[src/rtl/mem_port_arbiter_if.sv]
// mem_port_arbiter_if: single-ported memory bus shared by the fetch and data ports
//   master : req, we, addr (word), wdata, be driven; ready, valid, rdata received
//   slave  : the memory side of the same bus
interface mem_port_arbiter_if;
    logic        req;
    logic        we;
    logic [31:0] addr;
    logic [31:0] wdata;
    logic [3:0]  be;
    logic        ready;
    logic        valid;
    logic [31:0] rdata;
    modport master (output req, we, addr, wdata, be, input ready, valid, rdata);
    modport slave  (input req, we, addr, wdata, be, output ready, valid, rdata);
endinterface

[src/rtl/mem_port_arbiter.sv]
// mem_port_arbiter: round-robin sharing of one memory port between fetch and data requesters
//   clk, rst_n                  : clock, asynchronous active-low reset
//   im_req/im_addr/im_flush     : fetch request, byte address, cancel pulse
//   im_valid/im_data            : fetch response pulse and instruction word
//   dm_req/dm_we/dm_addr/...    : data load/store request (wdata, be)
//   dm_valid/dm_rdata           : data response pulse and load data (0 after store)
//   mem                         : memory bus master (one outstanding request)
module mem_port_arbiter #(
    parameter int ADDR_SHIFT = 2
) (
    input  logic        clk,
    input  logic        rst_n,
    input  logic        im_req,
    input  logic [31:0] im_addr,
    input  logic        im_flush,
    output logic        im_valid,
    output logic [31:0] im_data,
    input  logic        dm_req,
    input  logic        dm_we,
    input  logic [31:0] dm_addr,
    input  logic [31:0] dm_wdata,
    input  logic [3:0]  dm_be,
    output logic        dm_valid,
    output logic [31:0] dm_rdata,
    mem_port_arbiter_if.master mem
);
    typedef enum logic [1:0] {IDLE, ISSUE, WAIT, RESP} state_t;
    state_t      state, state_nx;
    logic        owner_d, last_d, last_d_nx, drop, drop_nx;
    logic        lat_we;
    logic [31:0] lat_addr, lat_wdata;
    logic [3:0]  lat_be;
    logic        fetch_ok, grant_any, grant_d, cancel_i, deliver;
    // a flush in IDLE keeps the fetch out of arbitration for that cycle
    assign fetch_ok  = im_req & ~im_flush;
    assign grant_any = dm_req | fetch_ok;
    // on a conflict the side that did not win last time gets the port
    assign grant_d   = dm_req & (~fetch_ok | ~last_d);
    assign cancel_i  = ~owner_d & im_flush;
    assign deliver   = (state == WAIT) & mem.valid & ~drop & ~cancel_i;
    always_comb begin
        state_nx  = state;
        drop_nx   = drop;
        last_d_nx = last_d;
        case (state)
            IDLE:  state_nx = grant_any ? ISSUE : IDLE;
            ISSUE: begin
                if (mem.ready) begin
                    state_nx  = WAIT;
                    last_d_nx = owner_d;
                    drop_nx   = cancel_i;
                end else if (cancel_i) begin
                    state_nx = IDLE;
                end
            end
            WAIT: begin
                drop_nx = drop | cancel_i;
                if (mem.valid) begin
                    state_nx = (drop | cancel_i) ? IDLE : RESP;
                    drop_nx  = 1'b0;
                end
            end
            RESP:  state_nx = IDLE;
            default: state_nx = IDLE;
        endcase
    end
    always_ff @(posedge clk or negedge rst_n) begin
        if (!rst_n) begin
            state  <= IDLE;
            drop   <= 1'b0;
            last_d <= 1'b0;
        end else begin
            state  <= state_nx;
            drop   <= drop_nx;
            last_d <= last_d_nx;
        end
    end
    always_ff @(posedge clk or negedge rst_n) begin
        if (!rst_n) begin
            owner_d   <= 1'b0;
            lat_we    <= 1'b0;
            lat_addr  <= '0;
            lat_wdata <= '0;
            lat_be    <= '0;
            im_data   <= '0;
            dm_rdata  <= '0;
        end else begin
            if (state == IDLE && grant_any) begin
                owner_d   <= grant_d;
                lat_we    <= grant_d & dm_we;
                lat_addr  <= grant_d ? dm_addr : im_addr;
                lat_wdata <= grant_d ? dm_wdata : '0;
                lat_be    <= (grant_d & dm_we) ? dm_be : 4'hF;
            end
            if (deliver && owner_d)
                dm_rdata <= lat_we ? '0 : mem.rdata;
            if (deliver && !owner_d)
                im_data <= mem.rdata;
        end
    end
    assign mem.req   = (state == ISSUE);
    assign mem.we    = lat_we;
    assign mem.addr  = lat_addr >> ADDR_SHIFT;
    assign mem.wdata = lat_wdata;
    assign mem.be    = lat_be;
    // a flush landing on the response cycle still suppresses the fetch pulse
    assign im_valid  = (state == RESP) & ~owner_d & ~im_flush;
    assign dm_valid  = (state == RESP) & owner_d;
endmodule

[src/flat_wrapper.sv]
// flat-port wrapper written by rule: the top's interface ports become plain ports
module mem_port_arbiter_flat 
#(
    parameter int ADDR_SHIFT = 2
)
  (clk, rst_n, im_req, im_addr, im_flush, im_valid, im_data, dm_req, dm_we, dm_addr, dm_wdata, dm_be, dm_valid, dm_rdata, mem_req, mem_we, mem_addr, mem_wdata, mem_be, mem_ready, mem_valid, mem_rdata);
  mem_port_arbiter_if mem_i ();
  input  logic clk;
  input  logic rst_n;
  input  logic im_req;
  input  logic [31:0] im_addr;
  input  logic im_flush;
  output logic im_valid;
  output logic [31:0] im_data;
  input  logic dm_req;
  input  logic dm_we;
  input  logic [31:0] dm_addr;
  input  logic [31:0] dm_wdata;
  input  logic [3:0] dm_be;
  output logic dm_valid;
  output logic [31:0] dm_rdata;
  output wire logic [$bits(mem_i.req)-1:0] mem_req;
  output wire logic [$bits(mem_i.we)-1:0] mem_we;
  output wire logic [$bits(mem_i.addr)-1:0] mem_addr;
  output wire logic [$bits(mem_i.wdata)-1:0] mem_wdata;
  output wire logic [$bits(mem_i.be)-1:0] mem_be;
  input wire logic [$bits(mem_i.ready)-1:0] mem_ready;
  input wire logic [$bits(mem_i.valid)-1:0] mem_valid;
  input wire logic [$bits(mem_i.rdata)-1:0] mem_rdata;
  assign mem_req = mem_i.req;
  assign mem_we = mem_i.we;
  assign mem_addr = mem_i.addr;
  assign mem_wdata = mem_i.wdata;
  assign mem_be = mem_i.be;
  assign mem_i.ready = mem_ready;
  assign mem_i.valid = mem_valid;
  assign mem_i.rdata = mem_rdata;
  mem_port_arbiter #(.ADDR_SHIFT(ADDR_SHIFT)) u_core (.clk(clk), .rst_n(rst_n), .im_req(im_req), .im_addr(im_addr), .im_flush(im_flush), .im_valid(im_valid), .im_data(im_data), .dm_req(dm_req), .dm_we(dm_we), .dm_addr(dm_addr), .dm_wdata(dm_wdata), .dm_be(dm_be), .dm_valid(dm_valid), .dm_rdata(dm_rdata), .mem(mem_i));
endmodule
[config.mk]
export PLATFORM = sky130hd
export DESIGN_NAME = mem_port_arbiter_flat
export DESIGN_NICKNAME = d
export VERILOG_FILES = /design/src/rtl/mem_port_arbiter_if.sv /design/src/rtl/mem_port_arbiter.sv /design/src/flat_wrapper.sv
export SDC_FILE = /design/constraint.sdc
export NUM_CORES = 1
export LEC_CHECK = 0
export BUFFER_PORTS_ARGS = -buffer_cell sky130_fd_sc_hd__buf_2
export CAP_MARGIN = 5
export CORE_UTILIZATION = 42
export CTS_CLUSTER_DIAMETER = 30
export DETAILED_ROUTE_END_ITERATION = 8
export PLACE_DENSITY = 0.77
export SLEW_MARGIN = 10
export SYNTH_ARGS = -nofsm -noshare
export SYNTH_HDL_FRONTEND = slang
export SYNTH_SLANG_ARGS = --single-unit
[constraint.sdc]
create_clock -name clk -period 1.6 [get_ports clk]
set_clock_uncertainty 0.1 [all_clocks]
set_input_delay 0.24 -clock clk [delete_from_list [all_inputs] [get_ports clk]]
set_output_delay 0.24 -clock clk [all_outputs]
set_load 0.005 [all_outputs]
==> impl_metrics.json <==
{
  "vdd_drop_max_v": 0.000735,
  "drv_cap": 0,
  "portBuffers": 269,
  "path_class": "flip-flop to output pin",
  "synth_cells": 490,
  "grt.total_usage_pct": 25.4,
  "synthAdderAreaFrac_pct": 0,
  "dieArea_sq_mm": 0.0138,
  "yosysUniqueCellTypes": 29,
  "stdcell_count": 1053,
  "hold_viol": 0,
  "finalCriticalPeriod_ns": 1.57,
  "antenna_left": 0,
  "status": "finished clean",
  "synthTopCellsByArea": "dfrtp_1 61%, mux2_4 8.0%, a21oi_1 5.4%",
  "syn_avg_cell_area_sq_um": 11.5,
  "place_ws_ns": 0.0207,
  "grt_max_degree": 65,
  "n_fill_cell": 884,
  "async_flop_share_pct": 100,
  "final-max-slew-violation-count": 0,
  "die_h_microns": 118,
  "synth_edf_count": 0,
  "netlist_area_sq_mm": 0.00561,
  "setup_ws_ns": 0.0291,
  "root_buffer": "clkbuf_16",
  "synth_top_family_by_area": "compound AO/OA/AOI/OAI gates",
  "cts_tree": "yes",
  "critPathLaunchType": "flip-flop",
  "yosysWarnings": 0,
  "final_cell_mix": "268 x buf_2, 135 x dfrtp_1, 100 x dlygate4sd3_1",
  "core_area_sq_mm": 0.0128,
  "required_ns": 1.26,
  "fmaxAchievable_ghz": 0.637,
  "synth-simple-area-share_pct": 12.4,
  "synth_top_area_cell": "dfrtp_1",
  "die_width_microns": 118,
  "detail_route.wl_per_cell_microns": 17.0,
  "total_power_mw": 16.4,
  "drt_iter0_drc": 417,
  "ctsHtreeMaxLevel": 4,
  "synth.area.mux_share_pct": 8.62,
  "power.density_mw_per_mm2": 1810,
  "synth_seq_cells": 136,
  "rsz0062_at_grt": "true",
  "antenna_found_initial": 2,
  "r2r.worst_path.cells": 4,
  "startpoint": "u_core.owner_d$_DFFE_PN0P_",
  "area_growth_pct": 61.3,
  "dp_hpwl_mm": 10.3,
  "avgViaCountPerCell": 5.12,
  "grt_overflow": 0,
  "ys_seq_area_share_pct": 60.6,
  "io_pins": 276,
  "clkLatencyLatePin_ns": 0.41,
  "cts.clk_slew.worst_paths_ns": 0.06,
  "grt_pass1_vias": 5506,
  "synth-xor-area-share_pct": 0,
  "fin_nets": 1008,
  "r2r-end": "u_core.im_data[2]$_DFFE_PN0P_",
  "numCtsBuffers": 17,
  "vias": 5393,
  "crit_end": "im_valid",
  "drive_gt1_share_pct": 41.5,
  "grt_pass1_wl_mm": 27.4,
  "synth-compound-area-share_pct": 14.8,
  "postPlaceCellArea_sq_mm": 0.00727,
  "ff2ff_setup_slack_ns": 0.05,
  "final_area_sq_mm": 0.00906,
  "critical_path.max_fanout": 2,
  "numClockSinks": 136,
  "drc": 0,
  "hold_path.class": "primary input to flip-flop",
  "dp_cells": 917,
  "cts.path.max_buffers": 2,
  "start_util_pct": 43.8,
  "post-route-period-util_pct": 98.2,
  "rr_startpoint": "u_core.state[0]$_DFFE_PN0P_",
  "worst_setup_path_end_kind": "output pin",
  "cp.arrival_ns": 1.23,
  "yosys_most_used_dff": "dfrtp_1",
  "synth_top_area_share_pct": 60.6,
  "floorplan.rows": 41,
  "num_antenna_cells": 0,
  "final_common_cell": "buf_2",
  "first_pass_iters": 7,
  "p_leak_nw": 4.68,
  "gp_congestion": 0.809,
  "finalSetupViolations": 0,
  "wirelength_mm": 17.8
}
## repair_timing
item | CTS | global route
buffers inserted | 0 | 1
hold endpoints to repair | 258 | 0
cloned | 0 | 3
hold buffers | 100 | 0
resized for setup | 5 | 10
pin swaps | 0 | 3
setup endpoints to repair | 2 | 49
## synth_stat cells, types with 2 or more instances
cell      instances
a21oi_1          61
a22o_1           33
and3_1            3
buf_2            17
buf_4             6
buf_6             3
clkbuf_1          7
clkbuf_2          2
dfrtp_1         136
mux2_2            3
mux2_4           30
nand2_1          70
nand2b_1         34
nor2_1           33
nor2b_1           3
o21ai_0          33
o22a_1            4
## registers in the layout, summed over array words and instances (netlist names)
name	flops
u_core.dm_rdata	32
u_core.drop	1
u_core.im_data	32
u_core.last_d	1
u_core.lat_addr	30
u_core.mem.be	4
u_core.mem.wdata	32
u_core.mem.we	1
u_core.owner_d	1
u_core.state	2
## worst max-delay path, stage by stage (launching register included)
cell,delay (ns)
dfrtp_1,0.41
nor2_4,0.12
and3_1,0.16
buf_2,0.12
## layer usage
metal / vias up / global-route usage, % / part of all wire, % / wire length, microns
met1: 2630 / 28.3 / 38 / 6830
met3: 62 / 7.70 / 5.8 / 1040
li1: 2429 / - / - / -
met5: - / 0 / 0.073 / 13
met4: 2 / 12.2 / 3.8 / 673
met2: 270 / 44.0 / 52 / 9290
## where the power goes
group          internal, mW  switching, mW
clock network          3.01           1.47
registers              5.07          0.965
logic                  3.17           2.74
## kinds of logic (layout without fill, tap and decap cells)
family	after synthesis	in the layout
compound gates	136	136
buf+inv	35	425
mux	33	33
simple gates	149	149
flops	136	136
other cells	1	2
## how the worst min path moves through the flow
stage | startpoint | endpoint | cells past startpoint
after global routing | dm_addr[12] | u_core.lat_addr[12]$_DFFE_PN0P_ | 3
after floorplan | rst_n | u_core.dm_rdata[0]$_DFFE_PN0P_ | 0
final | dm_addr[8] | u_core.lat_addr[8]$_DFFE_PN0P_ | 3
after CTS | dm_addr[8] | u_core.lat_addr[8]$_DFFE_PN0P_ | 3
after global placement | rst_n | u_core.im_data[17]$_DFFE_PN0P_ | 1
after detailed placement | rst_n | u_core.im_data[15]$_DFFE_PN0P_ | 1
## final cells by class
cell class / count / area (sq um) / share of cell area [%]
Clock buffer: 21 / 460 / 5.08
Sequential cell: 136 / 3400 / 37.6
Clock inverter: 11 / 218 / 2.40
Timing Repair Buffer: 393 / 2710 / 29.9
Multi-Input combinational cell: 320 / 2050 / 22.6
Tap cell: 172 / 215 / 2.38
## through the flow
step / util, % / hold WS [ns] / TNS [ns]
finish: 70.6 / 0.0111 / 0
global route: 70.6 / 0.00858 / -0.380
CTS: 69.9 / 0.00161 / 0
detailed placement: 56.7 / 0.0612 / 0
global placement: 56.7 / 0.0565 / 0
floorplan: - / -0.156 / 0
Note: power is estimated with default switching activity, not from simulation.
